===== src/rtl/axis_gpio_cmd_rx_if.sv =====
// ============================================================================
// Module   : axis_gpio_cmd_rx_if
// Brief    : 8-bit AXI-stream byte channel carrying ASCII command packets.
// Revision : 1.0 - initial release
// ============================================================================
`default_nettype none

interface axis_gpio_cmd_rx_if;
  logic [7:0]  s_axis_data;
  logic        s_axis_valid;
  logic        s_axis_last;
  logic [11:0] s_axis_tuser;
  logic        s_axis_ready;

  modport master (
    output s_axis_data,
    output s_axis_valid,
    output s_axis_last,
    output s_axis_tuser,
    input  s_axis_ready
  );

  modport slave (
    input  s_axis_data,
    input  s_axis_valid,
    input  s_axis_last,
    input  s_axis_tuser,
    output s_axis_ready
  );
endinterface

`default_nettype wire


===== src/rtl/axis_gpio_cmd_rx.sv =====
// ============================================================================
// Module   : axis_gpio_cmd_rx
// Brief    : Parses "<prefix><hex digits>[CR/LF]" stream packets into a GPIO bank.
// Revision : 1.0 - initial release
// ============================================================================
`default_nettype none

module axis_gpio_cmd_rx #(
  parameter int                        PREFIX_CHARS  = 6,
  parameter logic [8*PREFIX_CHARS-1:0] PREFIX_STRING = "LED=0x",
  parameter int                        GPIO_WIDTH    = 2,
  parameter int                        MAX_DIGITS    = 2,
  parameter int                        CHECK_LENGTH  = 1
) (
  input  wire logic                  clk,
  input  wire logic                  reset,
  axis_gpio_cmd_rx_if.slave          s_axis,
  output logic [GPIO_WIDTH-1:0]      gpio_out,
  output logic                       gpio_update,
  output logic [15:0]                pkt_count,
  output logic [15:0]                err_count
);

  localparam logic [2:0] c_ST_PREFIX  = 3'd0;
  localparam logic [2:0] c_ST_DIGITS  = 3'd1;
  localparam logic [2:0] c_ST_TAIL    = 3'd2;
  localparam logic [2:0] c_ST_DISCARD = 3'd3;
  localparam logic [2:0] c_ST_APPLY   = 3'd4;

  localparam int                 c_IDX_W    = (PREFIX_CHARS > 1) ? $clog2(PREFIX_CHARS) : 1;
  localparam logic [c_IDX_W-1:0] c_LAST_IDX = c_IDX_W'(PREFIX_CHARS - 1);
  localparam logic [2:0]         c_MAX_DIG  = 3'(MAX_DIGITS);

  logic [2:0]         r_state;
  logic               r_ready;
  logic [c_IDX_W-1:0] r_idx;
  logic [2:0]         r_dig;
  logic [15:0]        r_acc;
  logic [11:0]        r_byte_cnt;
  logic [11:0]        r_tuser;

  logic [7:0]         w_prefix_char;
  logic               w_is_hex;
  logic               w_is_eol;
  logic [3:0]         w_nibble;
  logic [2:0]         w_state_nx;
  logic [c_IDX_W-1:0] w_idx_nx;
  logic [2:0]         w_dig_nx;
  logic [15:0]        w_acc_nx;
  logic [11:0]        w_tuser_eff;
  logic               w_len_ok;
  logic               w_pkt_ok;
  logic               w_fire;

  assign s_axis.s_axis_ready = r_ready;
  assign w_fire = s_axis.s_axis_valid && r_ready;

  // Leftmost prefix character is the most significant byte of the literal.
  always_comb begin
    w_prefix_char = 8'h00;
    for (int i = 0; i < PREFIX_CHARS; i++) begin
      if (r_idx == c_IDX_W'(i)) begin
        w_prefix_char = PREFIX_STRING[8*(PREFIX_CHARS-1-i) +: 8];
      end
    end
  end

  always_comb begin
    w_is_hex = 1'b0;
    w_nibble = 4'h0;
    if (s_axis.s_axis_data >= 8'h30 && s_axis.s_axis_data <= 8'h39) begin
      w_is_hex = 1'b1;
      w_nibble = s_axis.s_axis_data[3:0];
    end else if ((s_axis.s_axis_data >= 8'h41 && s_axis.s_axis_data <= 8'h46) ||
                 (s_axis.s_axis_data >= 8'h61 && s_axis.s_axis_data <= 8'h66)) begin
      w_is_hex = 1'b1;
      w_nibble = s_axis.s_axis_data[3:0] + 4'd9;
    end
  end

  assign w_is_eol = (s_axis.s_axis_data == 8'h0D) || (s_axis.s_axis_data == 8'h0A);

  // Classification of the byte currently on the bus, independent of tlast.
  always_comb begin
    w_state_nx = r_state;
    w_idx_nx   = r_idx;
    w_dig_nx   = r_dig;
    w_acc_nx   = r_acc;
    case (r_state)
      c_ST_PREFIX: begin
        if (s_axis.s_axis_data == w_prefix_char) begin
          w_idx_nx = r_idx + 1'b1;
          if (r_idx == c_LAST_IDX) begin
            w_state_nx = c_ST_DIGITS;
          end
        end else begin
          w_state_nx = c_ST_DISCARD;
        end
      end
      c_ST_DIGITS: begin
        if (w_is_hex) begin
          if (r_dig == c_MAX_DIG) begin
            w_state_nx = c_ST_DISCARD;
          end else begin
            w_acc_nx = {r_acc[11:0], w_nibble};
            w_dig_nx = r_dig + 3'd1;
          end
        end else if (w_is_eol && (r_dig != 3'd0)) begin
          w_state_nx = c_ST_TAIL;
        end else begin
          w_state_nx = c_ST_DISCARD;
        end
      end
      c_ST_TAIL: begin
        if (!w_is_eol) begin
          w_state_nx = c_ST_DISCARD;
        end
      end
      default: ;
    endcase
  end

  // A single-byte packet has not latched tuser yet, so use the live value.
  assign w_tuser_eff = (r_byte_cnt == 12'd0) ? s_axis.s_axis_tuser : r_tuser;
  assign w_len_ok    = (CHECK_LENGTH == 0) || (w_tuser_eff == r_byte_cnt + 12'd1);
  assign w_pkt_ok    = ((w_state_nx == c_ST_DIGITS) || (w_state_nx == c_ST_TAIL)) &&
                       (w_dig_nx != 3'd0) &&
                       ((w_acc_nx >> GPIO_WIDTH) == 16'd0) &&
                       w_len_ok;

  always_ff @(posedge clk or posedge reset) begin
    if (reset) begin
      r_state     <= c_ST_PREFIX;
      r_ready     <= 1'b0;
      r_idx       <= '0;
      r_dig       <= 3'd0;
      r_acc       <= 16'd0;
      r_byte_cnt  <= 12'd0;
      r_tuser     <= 12'd0;
      gpio_out    <= '0;
      gpio_update <= 1'b0;
      pkt_count   <= 16'd0;
      err_count   <= 16'd0;
    end else begin
      gpio_update <= 1'b0;
      r_ready     <= 1'b1;
      if (r_state == c_ST_APPLY) begin
        gpio_out    <= r_acc[GPIO_WIDTH-1:0];
        gpio_update <= 1'b1;
        if (pkt_count != 16'hFFFF) begin
          pkt_count <= pkt_count + 16'd1;
        end
        r_acc   <= 16'd0;
        r_state <= c_ST_PREFIX;
      end else if (w_fire) begin
        if (r_byte_cnt == 12'd0) begin
          r_tuser <= s_axis.s_axis_tuser;
        end
        if (s_axis.s_axis_last) begin
          r_idx      <= '0;
          r_dig      <= 3'd0;
          r_byte_cnt <= 12'd0;
          if (w_pkt_ok) begin
            r_acc   <= w_acc_nx;
            r_state <= c_ST_APPLY;
            r_ready <= 1'b0;
          end else begin
            r_acc   <= 16'd0;
            r_state <= c_ST_PREFIX;
            if (err_count != 16'hFFFF) begin
              err_count <= err_count + 16'd1;
            end
          end
        end else begin
          r_state    <= w_state_nx;
          r_idx      <= w_idx_nx;
          r_dig      <= w_dig_nx;
          r_acc      <= w_acc_nx;
          r_byte_cnt <= r_byte_cnt + 12'd1;
        end
      end
    end
  end

endmodule

`default_nettype wire


===== src/flat_wrapper.sv =====
// flat-port wrapper written by rule: the top's interface ports become plain ports
module axis_gpio_cmd_rx_flat 
#(
  parameter int                        PREFIX_CHARS  = 6,
  parameter logic [8*PREFIX_CHARS-1:0] PREFIX_STRING = "      ",
  parameter int                        GPIO_WIDTH    = 2,
  parameter int                        MAX_DIGITS    = 2,
  parameter int                        CHECK_LENGTH  = 1
)
  (clk, reset, gpio_out, gpio_update, pkt_count, err_count, s_axis_s_axis_data, s_axis_s_axis_valid, s_axis_s_axis_last, s_axis_s_axis_tuser, s_axis_s_axis_ready);
  axis_gpio_cmd_rx_if s_axis_i ();
  input  wire logic clk;
  input  wire logic reset;
  output logic [GPIO_WIDTH-1:0] gpio_out;
  output logic gpio_update;
  output logic [15:0] pkt_count;
  output logic [15:0] err_count;
  input wire logic [$bits(s_axis_i.s_axis_data)-1:0] s_axis_s_axis_data;
  input wire logic [$bits(s_axis_i.s_axis_valid)-1:0] s_axis_s_axis_valid;
  input wire logic [$bits(s_axis_i.s_axis_last)-1:0] s_axis_s_axis_last;
  input wire logic [$bits(s_axis_i.s_axis_tuser)-1:0] s_axis_s_axis_tuser;
  output wire logic [$bits(s_axis_i.s_axis_ready)-1:0] s_axis_s_axis_ready;
  assign s_axis_i.s_axis_data = s_axis_s_axis_data;
  assign s_axis_i.s_axis_valid = s_axis_s_axis_valid;
  assign s_axis_i.s_axis_last = s_axis_s_axis_last;
  assign s_axis_i.s_axis_tuser = s_axis_s_axis_tuser;
  assign s_axis_s_axis_ready = s_axis_i.s_axis_ready;
  axis_gpio_cmd_rx #(.PREFIX_CHARS(PREFIX_CHARS), .PREFIX_STRING(PREFIX_STRING), .GPIO_WIDTH(GPIO_WIDTH), .MAX_DIGITS(MAX_DIGITS), .CHECK_LENGTH(CHECK_LENGTH)) u_core (.clk(clk), .reset(reset), .s_axis(s_axis_i), .gpio_out(gpio_out), .gpio_update(gpio_update), .pkt_count(pkt_count), .err_count(err_count));
endmodule

===== config.mk =====
export PLATFORM = sky130hd
export DESIGN_NAME = axis_gpio_cmd_rx_flat
export DESIGN_NICKNAME = d
export VERILOG_FILES = /design/src/rtl/axis_gpio_cmd_rx_if.sv /design/src/rtl/axis_gpio_cmd_rx.sv /design/src/flat_wrapper.sv
export SDC_FILE = /design/constraint.sdc
export NUM_CORES = 1
export LEC_CHECK = 0
export ABC_AREA = 1
export CORE_ASPECT_RATIO = 0.9
export CORE_MARGIN = 5
export CORE_UTILIZATION = 52
export CTS_CLUSTER_SIZE = 12
export DETAILED_ROUTE_END_ITERATION = 12
export PLACE_DENSITY = 0.86
export SYNTH_ARGS = -nofsm -noshare
export SYNTH_HDL_FRONTEND = slang
export SYNTH_SLANG_ARGS = --single-unit

===== constraint.sdc =====
create_clock -name clk -period 2.8 [get_ports clk]
set_input_delay 0.56 -clock clk [delete_from_list [all_inputs] [get_ports clk]]
set_output_delay 0.56 -clock clk [all_outputs]
set_load 0.03 [all_outputs]

Word level (Yosys, flattened, before mapping)
Cells that the tools add are included.
- flip-flop bits (word level): 85
- bits of input ports: 24
- output and inout port bits: 36
- word-level logic and storage cells: 108
- $add $sub $neg: 6
- $lt $le $gt $ge: 6
- equality and inequality tests: 17
- mux-type cells: 42
- bitwise gates (word level): 2
- reduce and logical (&&, ||, !) cells: 24
- operator list (kind ; count):
    2-to-1 mux 16 bit ; 7
    2-to-1 mux 3 bit ; 16
    2-to-1 mux 8 bit ; 5
    adder 16 x 1 -> 16 bit, second input constant ; 2
    inequality test 16 bit, second input constant ; 2
    2-to-1 mux 12 bit ; 2
    equality test 8 x 4 -> 1 bit, second input constant ; 2
    >= comparator 8 x 7 -> 1 bit, second input constant ; 2
    less-or-equal comparator 8 x 7 -> 1 bit, second input constant ; 2
    zero test 16 bit ; 1
    equality test 3 x 2 -> 1 bit, second input constant ; 5
    adder 12 x 1 -> 12 bit, second input constant ; 1
    equality test 12 bit ; 1
    zero test 12 bit ; 1
    equality test 3 x 1 -> 1 bit, second input constant ; 3
    equality test 3 bit, second input constant ; 3
    one-hot mux 3 bit (3 select lines) ; 1
    equality test 8 bit ; 1
    >= comparator 8 x 6 -> 1 bit, second input constant ; 1
    less-or-equal comparator 8 x 6 -> 1 bit, second input constant ; 1
    logical AND 1 bit ; 8
    2-to-1 mux 1 bit ; 8
    2-to-1 mux 4 bit ; 2
    adder 3 x 1 -> 3 bit, second input constant ; 2
    other kinds (10) ; 18

Logic depth before layout (Yosys ltp)
Gate-level depths: netlist of run 1.
- depth after elaboration: 19
- gate-level depth with buffers: 20
- mapped depth without buffers: 19

Worst setup path before layout of run 1
No wires, ideal clock.
- kind: input port to flip-flop
- start point: input port s_axis_s_axis_data[0]
- end point: register u_core.err_count[5]
- setup time: 0.118 ns
- data arrival time: 2.238 ns
- required time: 2.682 ns
- setup slack: 0.444 ns
- cell stages on the path: 18
- buffers on the path: 2
- path through: inv_1 > ha_1 > o21ai_0 > nand2_1 > nand2_4 > nand2_4 > nand3_4 > buf_6 > nand2_1 > o21ai_2 > nand2_1 > nor2_1 > nand2_1 > nor2_4 > nand2_4 > buf_2 > nand3_1 > nand2_1
- cells in the longest elaborated chain, start to end: 14
- elaborated cells on any way between the ends: 40
- those cells by class: add/sub (1); order compare (6); eq/ne (5); mux (14); bitwise (1); reduce/logical (13)
- ends and longest elaborated chain (what ; RTL line ; RTL):
    from (decl) ; flat_wrapper.sv:18 ; input wire logic [$bits(s_axis_i.s_axis_data)-1:0] s_axis_s_axis_data;
    >= comparator 8 x 7 -> 1 bit, or another cell as far along ; axis_gpio_cmd_rx.sv:74 ; end else if ((s_axis.s_axis_data >= 8'h41 && s_axis.s_axis_data <= 8'h46) ||
    logical AND 1 bit (on tied branches) ; axis_gpio_cmd_rx.sv:74, axis_gpio_cmd_rx.sv:75 ;
    logical OR 1 bit ; axis_gpio_cmd_rx.sv:74 ;
    2-to-1 mux 1 bit ; axis_gpio_cmd_rx.sv:74 ;
    2-to-1 mux 1 bit ; axis_gpio_cmd_rx.sv:71 ; if (s_axis.s_axis_data >= 8'h30 && s_axis.s_axis_data <= 8'h39) begin
    2-to-1 mux 3 bit ; axis_gpio_cmd_rx.sv:101 ; if (w_is_hex) begin
    one-hot mux 3 bit (3 select lines) ; axis_gpio_cmd_rx.sv:89 ; case (r_state)
    equality test 3 x 1 -> 1 bit or equality test 3 x 2 -> 1 bit (tied branches) ; axis_gpio_cmd_rx.sv:126 ; assign w_pkt_ok = ((w_state_nx == c_ST_DIGITS) || (w_state_nx == c_ST_TAIL)) &&
    logical OR 1 bit ; axis_gpio_cmd_rx.sv:126 ;
    logical AND 1 bit ; axis_gpio_cmd_rx.sv:126 ;
    logical AND 1 bit * ; axis_gpio_cmd_rx.sv:127 ; (w_dig_nx != 3'd0) &&
    logical AND 1 bit * ; axis_gpio_cmd_rx.sv:128 ; ((w_acc_nx >> GPIO_WIDTH) == 16'd0) &&
    inverter 1 bit (no line) * ; - ;
    AND reduction 5 bit (no line) * ; - ;
    to (signal assigned) ; axis_gpio_cmd_rx.sv:171 ; err_count <= err_count + 16'd1;
    to (decl) ; axis_gpio_cmd_rx.sv:21 ; output logic [15:0] err_count
Mark *: on every way between the ends. The rest lies on a longest branch, timed or not.
A chain may end at the register's enable or synchronous reset.

Worst setup path after layout of run 1
- start point: input port s_axis_s_axis_data[2]
- end point: register u_core.err_count[14]
The elaborated chain is that of the path after synthesis.

==> flow_metrics.env, run 1 <==
export IMPL_ys_dominant_reg_cell="sky130_fd_sc_hd__dfrtp_1"
export IMPL_die_width_um=119
export IMPL_synthesis_nets=784
export IMPL_die_outline_area_sq_um=12800
export IMPL_reg2reg_slack_ns=0.21
export IMPL_wl_per_cell_um=13.8
export IMPL_port_buffers=59
export IMPL_ys_async_sr_fraction=1.00
export IMPL_drt_pass1_iter_count=5
export IMPL_top_level_pins=60
export IMPL_htree_num_levels=3
export IMPL_power_density_nw_per_um2=524
export IMPL_synthToLayoutAreaGrowth_pct=26.7
export IMPL_die_height_um=108
export IMPL_finalWorstSetupSlack_ns=0.179
export IMPL_grt_setup_unrepaired="false"
export IMPL_fin_crit_sh=0.936
export IMPL_slew_headroom=0.527
export IMPL_pleak_nw=3.48
export IMPL_wire_length_of_the_first_global_routing_pass_um=23000
export IMPL_synthDominantCellAreaShare=0.386
export IMPL_antenna_violations_before_repair=0
export IMPL_tritoncts_num_sinks=85
export IMPL_fmaxAchievable_mhz=382
export IMPL_timing_hold_worst_class="in -> async"
export IMPL_yosysSeqAreaShare=0.386
export IMPL_cp_max_fo=10
export IMPL_layout_cells_most_common="sky130_fd_sc_hd__nand2_1"
export IMPL_final_setup_viol_count=0
export IMPL_final_nets=894
export IMPL_placement_rows=35
export IMPL_clock_pin_slew_on_the_worst_setup_and_hold_paths_ns=0.06
export IMPL_crit_start="s_axis_s_axis_data[2]"
export IMPL_synth_largest_area_cell="sky130_fd_sc_hd__dfrtp_1"
export IMPL_n_antenna_cell=0
export IMPL_setup_worst_path_end="u_core.err_count[14]$_DFFE_PP0P_"
export IMPL_drive_above_1_share=0.159
export IMPL_most_common_layout_cells="sky130_fd_sc_hd__nand2_1 (232), sky130_fd_sc_hd__inv_1 (91), sky130_fd_sc_hd__dfrtp_1 (84), sky130_fd_sc_hd__nand3_1 (73), sky130_fd_sc_hd__clkdlybuf4s50_1 (57)"
export IMPL_synth_warning_count=0
export IMPL_post_synth_inst_count=747
export IMPL_netlist_cell_type_count=42
export IMPL_drt_total_wl_um=13700
export IMPL_critical_path_startpoint_type="primary input"
export IMPL_crit_reg2reg_launch="u_core.r_byte_cnt[0]$_DFFE_PP0P_"
export IMPL_tritoncts="built"
export IMPL_post_synth_main_area_contributors="sky130_fd_sc_hd__dfrtp_1 (39%), sky130_fd_sc_hd__nand2_1 (16%), sky130_fd_sc_hd__nand3_1 (6.8%), sky130_fd_sc_hd__inv_1 (6.3%), sky130_fd_sc_hd__xor2_1 (3.8%)"
export IMPL_run_status="complete, no violations"
export IMPL_fin_worst_hold_slack_ns=0.477
export IMPL_dp_wirelength_um=9570
export IMPL_start_util=0.536
export IMPL_finClkSkew_ns=0.00836
export IMPL_groute_usage_overall=0.215
export IMPL_setup_worst_path_end_class="register"
export IMPL_initialDrtViolationCount=493
export IMPL_worstRegToRegCells=17
export IMPL_sequential_standard_cell_area_sq_um=2130
export IMPL_core_area_sq_um=10300
export IMPL_critPathKind="in -> reg"
export IMPL_fillerInstances=819
export IMPL_ys_ff_latch=85
export IMPL_gpl_final_weighted_congestion=0.914
export IMPL_combined_area_of_the_multi_input_logic_cells_sq_um=2960
export IMPL_peakVddDrop_uv=527
export IMPL_mappedNetlistArea_sq_um=5520
export IMPL_via_count_of_the_first_global_routing_pass=4918
export IMPL_detailroute_via_count=5223
export IMPL_edff_count_synth=0
export IMPL_placed_cell_area_sq_um=6530
export IMPL_arrival_ns=2.85
export IMPL_grt_overflow_total=0
export IMPL_setup_tns_ns=0
export IMPL_post_place_ws_ns=-0.322
export IMPL_syn_avg_cell_area_sq_um=7.38
export IMPL_clockBufferDepth=2
export IMPL_detailed_route_vias_per_instance=5.27
export IMPL_insertion_delay_ns=0.34
export IMPL_placed_cells=965
export IMPL_tightest_slew_ns=0.709
export IMPL_maxCapViolCount=0
export IMPL_cts_hold_buffers_added=0
export IMPL_design_area_sq_um=6990
export IMPL_grt_max_degree=55
export IMPL_report_final_hold_viol_count=0
export IMPL_reg2reg_to="u_core.err_count[14]$_DFFE_PP0P_"
export IMPL_period_minus_slack_ns=2.62
export IMPL_drt_drc=0
export IMPL_worst_ep_required_time_ns=3.03
export IMPL_ant_nets=0
export IMPL_drv_slew=0
export IMPL_finish_cell_count_without_fillers=991
export IMPL_ctsRootBufferMaster="sky130_fd_sc_hd__clkbuf_16"
export IMPL_cts_made_buffers=9
synthesized netlist by cell type, types with 2 or more instances:
cell type and number:
sky130_fd_sc_hd__nand2_1 234, sky130_fd_sc_hd__inv_1 93, sky130_fd_sc_hd__dfrtp_1 85, sky130_fd_sc_hd__nand3_1 75, sky130_fd_sc_hd__nor2_1 46, sky130_fd_sc_hd__o21ai_0 24, sky130_fd_sc_hd__xor2_1 24, sky130_fd_sc_hd__nand4_1 16
sky130_fd_sc_hd__ha_1 13, sky130_fd_sc_hd__o22ai_1 13, sky130_fd_sc_hd__nand2_2 12, sky130_fd_sc_hd__xnor2_1 12, sky130_fd_sc_hd__o41ai_1 10, sky130_fd_sc_hd__nor3_1 9, sky130_fd_sc_hd__clkbuf_1 8, sky130_fd_sc_hd__nand2_4 7
sky130_fd_sc_hd__nor2_4 7, sky130_fd_sc_hd__o21ai_2 7, sky130_fd_sc_hd__a21oi_1 6, sky130_fd_sc_hd__a31oi_1 5, sky130_fd_sc_hd__nand3b_1 5, sky130_fd_sc_hd__nor2_2 5, sky130_fd_sc_hd__buf_6 4, sky130_fd_sc_hd__buf_1 3
sky130_fd_sc_hd__inv_2 3, sky130_fd_sc_hd__buf_2 2, sky130_fd_sc_hd__nor3b_1 2, sky130_fd_sc_hd__nor4_1 2, sky130_fd_sc_hd__or2_2 2
registers in the layout, summed over array words and instances, names as in the netlist:
name,flops
u_core.r_byte_cnt,12
u_core.r_dig,3
u_core.r_state,3
u_core.err_count,16
u_core.s_axis.s_axis_ready,1
u_core.gpio_out,2
u_core.r_tuser,12
u_core.r_acc,16
u_core.pkt_count,16
u_core.r_idx,3
u_core.gpio_update,1
layer usage:
| layer | track usage | share of wire |
|---|---|---|
| met3 | 0.0531 | 0.066 |
| met4 | 0.0453 | 0.011 |
| met2 | 0.348 | 0.47 |
| met5 | 0 | 0 |
| met1 | 0.295 | 0.45 |
cell families (layout without fill, tap and decap cells):
family                     after synthesis  count (layout)  share of synthesized area
DFF                                     85              85                      0.386
adders and majority gates               13              13                     0.0295
xor gates and xnor gates                36              36                     0.0572
buffers and inverters                  116             230                     0.0885
and+or+nand+nor                        428             429                      0.359
muxes                                    1               1                    0.00181
AOI/OAI and AO/OA                       68              68                     0.0783
metrics by stage:
stage	power [mW]	utilization
after global routing	3.84	0.679
after global placement	2.28	0.634
after CTS	3.62	0.667
after detailed placement	2.30	0.634
after floorplan	2.01	-
final	3.66	0.679
cell type report:
| type | count | share of cell area |
|---|---|---|
| Clock buffer | 11 | 0.0347 |
| Clock inverter | 5 | 0.0118 |
| Inverter | 97 | 0.0523 |
| Multi-Input combinational cell | 547 | 0.424 |
| Sequential cell | 85 | 0.305 |
| Tap cell | 129 | 0.0231 |
| Timing Repair Buffer | 117 | 0.150 |
power breakdown:
part           switching, mW  total (mW)  leakage, nW  internal [mW]
Sequential            0.0871        1.41         1.14           1.32
Combinational          0.569       0.943         2.18          0.374
Clock                  0.500        1.31        0.160          0.810
timing repair:
action / CTS / global route
buffers inserted: 0 / 9
gates cloned: 0 / 1
pin swaps: 0 / 8
resized for setup: 1 / 20
endpoints found under the setup margin: 1 / 21
worst min path at each step:
stage	cells past startpoint	slack, ns	endpoint	from
after global routing	2	0.50	u_core.pkt_count[7]$_DFFE_PP0P_	reset
after detailed placement	2	0.46	u_core.r_acc[5]$_DFFE_PP0P_	u_core.r_acc[5]$_DFFE_PP0P_
after floorplan	2	0.45	u_core.r_acc[12]$_DFFE_PP0P_	u_core.r_acc[12]$_DFFE_PP0P_
after CTS	2	0.48	u_core.r_acc[6]$_DFFE_PP0P_	u_core.r_acc[6]$_DFFE_PP0P_
final	2	0.48	u_core.r_tuser[3]$_DFFE_PP0P_	reset
after global placement	2	0.46	u_core.r_acc[13]$_DFFE_PP0P_	u_core.r_acc[13]$_DFFE_PP0P_
worst max-delay path, cell delays in order:
cell and delay (ns):
sky130_fd_sc_hd__clkdlybuf4s50_1 0.55, sky130_fd_sc_hd__nand2_1 0.08, sky130_fd_sc_hd__inv_1 0.09, sky130_fd_sc_hd__nand3_1 0.10, sky130_fd_sc_hd__nand3_2 0.10, sky130_fd_sc_hd__nand2_4 0.08, sky130_fd_sc_hd__nand3_4 0.12, sky130_fd_sc_hd__buf_4 0.15
sky130_fd_sc_hd__nand2_1 0.05, sky130_fd_sc_hd__nand2_1 0.08, sky130_fd_sc_hd__nand2_1 0.06, sky130_fd_sc_hd__nor2_1 0.13, sky130_fd_sc_hd__nand2_1 0.12, sky130_fd_sc_hd__nor2_4 0.17, sky130_fd_sc_hd__nand2_4 0.09, sky130_fd_sc_hd__buf_4 0.18
sky130_fd_sc_hd__nand3_1 0.08, sky130_fd_sc_hd__nand2_1 0.07
(Power assumes the default switching activity.)
==> run 2, diff against run 1 <==
==> constraint.sdc (replaced) <==
create_clock -name clk -period 2.3 [get_ports clk]
set_input_delay 0.46 -clock clk [delete_from_list [all_inputs] [get_ports clk]]
set_output_delay 0.46 -clock clk [all_outputs]
set_load 0.03 [all_outputs]
==> run 2 against run 1 <==
Utilization up 7.4 points; power up 27%; flip-flop and latch count unchanged; the flow now finishes with violations (negative setup slack); clock skew down 0.00056 ns; first-iteration DRC count up 2.0%; routed wire length up 27%; non-clock buffer count up 48; global-route usage up 4.2 points; sequential power up 22%; final cell count up 5.3%; final area up 11%; count of clock-buffer cells in the layout unchanged.
==> flow_metrics.env, run 2 (synthesized netlist as in run 1, its figures left out) <==
export IMPL_run_status="finished, violations left"
export IMPL_failed_checks="negative setup slack"
export IMPL_drv_slew=0
export IMPL_die_outline_area_sq_um=12800
export IMPL_fin_crit_sh=1.09
export IMPL_post_place_ws_ns=-0.793
export IMPL_initialDrtViolationCount=503
export IMPL_fin_worst_hold_slack_ns=0.483
export IMPL_final_nets=948
export IMPL_period_minus_slack_ns=2.51
export IMPL_cp_max_fo=8
export IMPL_grt_max_degree=86
export IMPL_die_height_um=108
export IMPL_placement_rows=35
export IMPL_grt_overflow_total=0
export IMPL_core_area_sq_um=10300
export IMPL_combined_area_of_the_multi_input_logic_cells_sq_um=3330
export IMPL_gpl_final_weighted_congestion=0.902
export IMPL_power_density_nw_per_um2=599
export IMPL_worst_ep_required_time_ns=2.53
export IMPL_timing_hold_worst_class="reg -> reg"
export IMPL_htree_num_levels=3
export IMPL_synthToLayoutAreaGrowth_pct=40.6
export IMPL_port_buffers=59
export IMPL_reg_largest_list="u_core.err_count x16, u_core.pkt_count x16, u_core.r_acc x16"
export IMPL_finish_cell_count_without_fillers=1044
export IMPL_dp_wirelength_um=10300
export IMPL_peakVddDrop_uv=402
export IMPL_cts_hold_buffers_added=0
export IMPL_finClkSkew_ns=0.00780
export IMPL_cts_made_buffers=9
export IMPL_tightest_slew_ns=0.659
export IMPL_detailed_route_vias_per_instance=5.64
export IMPL_start_util=0.536
export IMPL_clockBufferDepth=2
export IMPL_arrival_ns=2.73
export IMPL_pleak_nw=3.73
export IMPL_sequential_standard_cell_area_sq_um=2130
export IMPL_placed_cells=1005
export IMPL_drt_pass1_iter_count=5
export IMPL_finalWorstSetupSlack_ns=-0.206
export IMPL_top_level_pins=60
export IMPL_tritoncts_num_sinks=85
export IMPL_fmaxAchievable_mhz=399
export IMPL_wire_length_of_the_first_global_routing_pass_um=27200
export IMPL_final_setup_viol_count=21
export IMPL_slew_headroom=0.559
export IMPL_maxCapViolCount=0
export IMPL_drt_drc=0
export IMPL_clock_pin_slew_on_the_worst_setup_and_hold_paths_ns=0.06
export IMPL_tritoncts="built"
export IMPL_most_common_layout_cells="sky130_fd_sc_hd__nand2_1 (217), sky130_fd_sc_hd__buf_4 (90), sky130_fd_sc_hd__dfrtp_1 (85), sky130_fd_sc_hd__inv_1 (84), sky130_fd_sc_hd__nand3_1 (52)"
export IMPL_setup_tns_ns=-3.44
export IMPL_ant_nets=0
export IMPL_fillerInstances=664
export IMPL_drt_total_wl_um=17300
export IMPL_grt_setup_unrepaired="true"
export IMPL_drive_above_1_share=0.264
export IMPL_layout_cells_most_common="sky130_fd_sc_hd__nand2_1"
export IMPL_die_width_um=119
export IMPL_wl_per_cell_um=16.6
export IMPL_report_final_hold_viol_count=0
export IMPL_groute_usage_overall=0.258
export IMPL_critPathKind="in -> reg"
export IMPL_critical_path_startpoint_type="primary input"
export IMPL_antenna_violations_before_repair=0
export IMPL_ctsRootBufferMaster="sky130_fd_sc_hd__clkbuf_16"
export IMPL_n_antenna_cell=0
export IMPL_via_count_of_the_first_global_routing_pass=5895
export IMPL_detailroute_via_count=5886
export IMPL_insertion_delay_ns=0.34
export IMPL_setup_worst_path_end_class="register"
[run 2: changes by cell type in the layout (fill, tap and decap cells not counted), sizes merged, moves of 2 or more]
cell and delta:
clkdlybuf4s50 -6, inv -2, buf +48, nand2 +3
clkinvlp +6, dlymetal6s2s -2, dlygate4sd2 +6, clkdlybuf4s15 +2
clkinv -2
[run 2: final timing paths]
kind | startpoint | end | slack, ns | depth (start not counted)
max | s_axis_s_axis_data[1] | u_core.err_count[10]$_DFFE_PP0P_ | -0.21 | 19
min | u_core.r_acc[12]$_DFFE_PP0P_ | u_core.r_acc[12]$_DFFE_PP0P_ | 0.48 | 2
min reg2reg | u_core.r_acc[12]$_DFFE_PP0P_ | u_core.r_acc[12]$_DFFE_PP0P_ | 0.48 | 2
max reg2reg | u_core.r_state[0]$_DFFE_PP0P_ | u_core.err_count[10]$_DFFE_PP0P_ | -0.20 | 17
max in group asynchronous | reset | u_core.r_dig[2]$_DFFE_PP0P_ | 1.34 | 3
min in group asynchronous | reset | u_core.r_byte_cnt[10]$_DFFE_PP0P_ | 0.62 | 3
[run 2: timing repair]
action / CTS / global route
gates cloned: 5 / 2
pin swaps: 46 / 30
setup buffers: 12 / 5
endpoints found under the setup margin: 21 / 30
gates resized for setup: 86 / 35
[run 2: cell type report]
class | count | area share
multi-input cells | 551 | 0.430
flip-flops and latches | 85 | 0.274
repair buffers | 165 | 0.189
inverters | 97 | 0.0479
clock buffers | 11 | 0.0300
well taps | 129 | 0.0208
clock inverters | 4 | 0.00646
repair inverters | 2 | 0.00194
[run 2: per-stage QoR]
step	utilization	total power [mW]	area, sq um
6_report	0.753	4.64	7750
5_1_grt	0.753	4.83	7750
4_1_cts	0.734	4.52	7550
3_5_place_dp	0.664	2.93	6830
3_3_place_gp	0.664	2.88	6830
2_1_floorplan	-	2.44	5520
[run 2: worst max-delay path, stage by stage]
cell                              delay (ns)
sky130_fd_sc_hd__clkdlybuf4s15_2        0.22
sky130_fd_sc_hd__inv_2                  0.06
sky130_fd_sc_hd__ha_4                   0.16
sky130_fd_sc_hd__inv_1                  0.11
sky130_fd_sc_hd__nor2_4                 0.06
sky130_fd_sc_hd__nand2_2                0.09
sky130_fd_sc_hd__nand3_4                0.11
sky130_fd_sc_hd__nand2_8                0.13
sky130_fd_sc_hd__buf_6                  0.14
sky130_fd_sc_hd__nand4_1                0.08
sky130_fd_sc_hd__nand2_1                0.12
sky130_fd_sc_hd__nand2_1                0.08
sky130_fd_sc_hd__nor2_1                 0.14
sky130_fd_sc_hd__nand2_1                0.14
sky130_fd_sc_hd__nor2_4                 0.18
sky130_fd_sc_hd__nand2_8                0.13
sky130_fd_sc_hd__buf_8                  0.18
sky130_fd_sc_hd__nand3_2                0.06
sky130_fd_sc_hd__nand2_1                0.06
[run 2: power breakdown]
| part | leakage (nW) | internal (mW) | total [mW] | switching, mW |
|---|---|---|---|---|
| clock | 0.132 | 0.835 | 1.45 | 0.616 |
| sequential | 1.14 | 1.61 | 1.72 | 0.114 |
| combinational | 2.45 | 0.618 | 1.47 | 0.851 |
| total | 3.73 | 3.06 | 4.64 | 1.58 |
[run 2: routing by layer]
metal,share of wire,up-vias,global-route usage,wire (um)
li1,-,2733,-,-
met3,0.076,78,0.0767,1330
met5,0,-,0,0
met2,0.48,320,0.431,8390
met1,0.40,2755,0.310,6910
met4,0.041,0,0.109,711
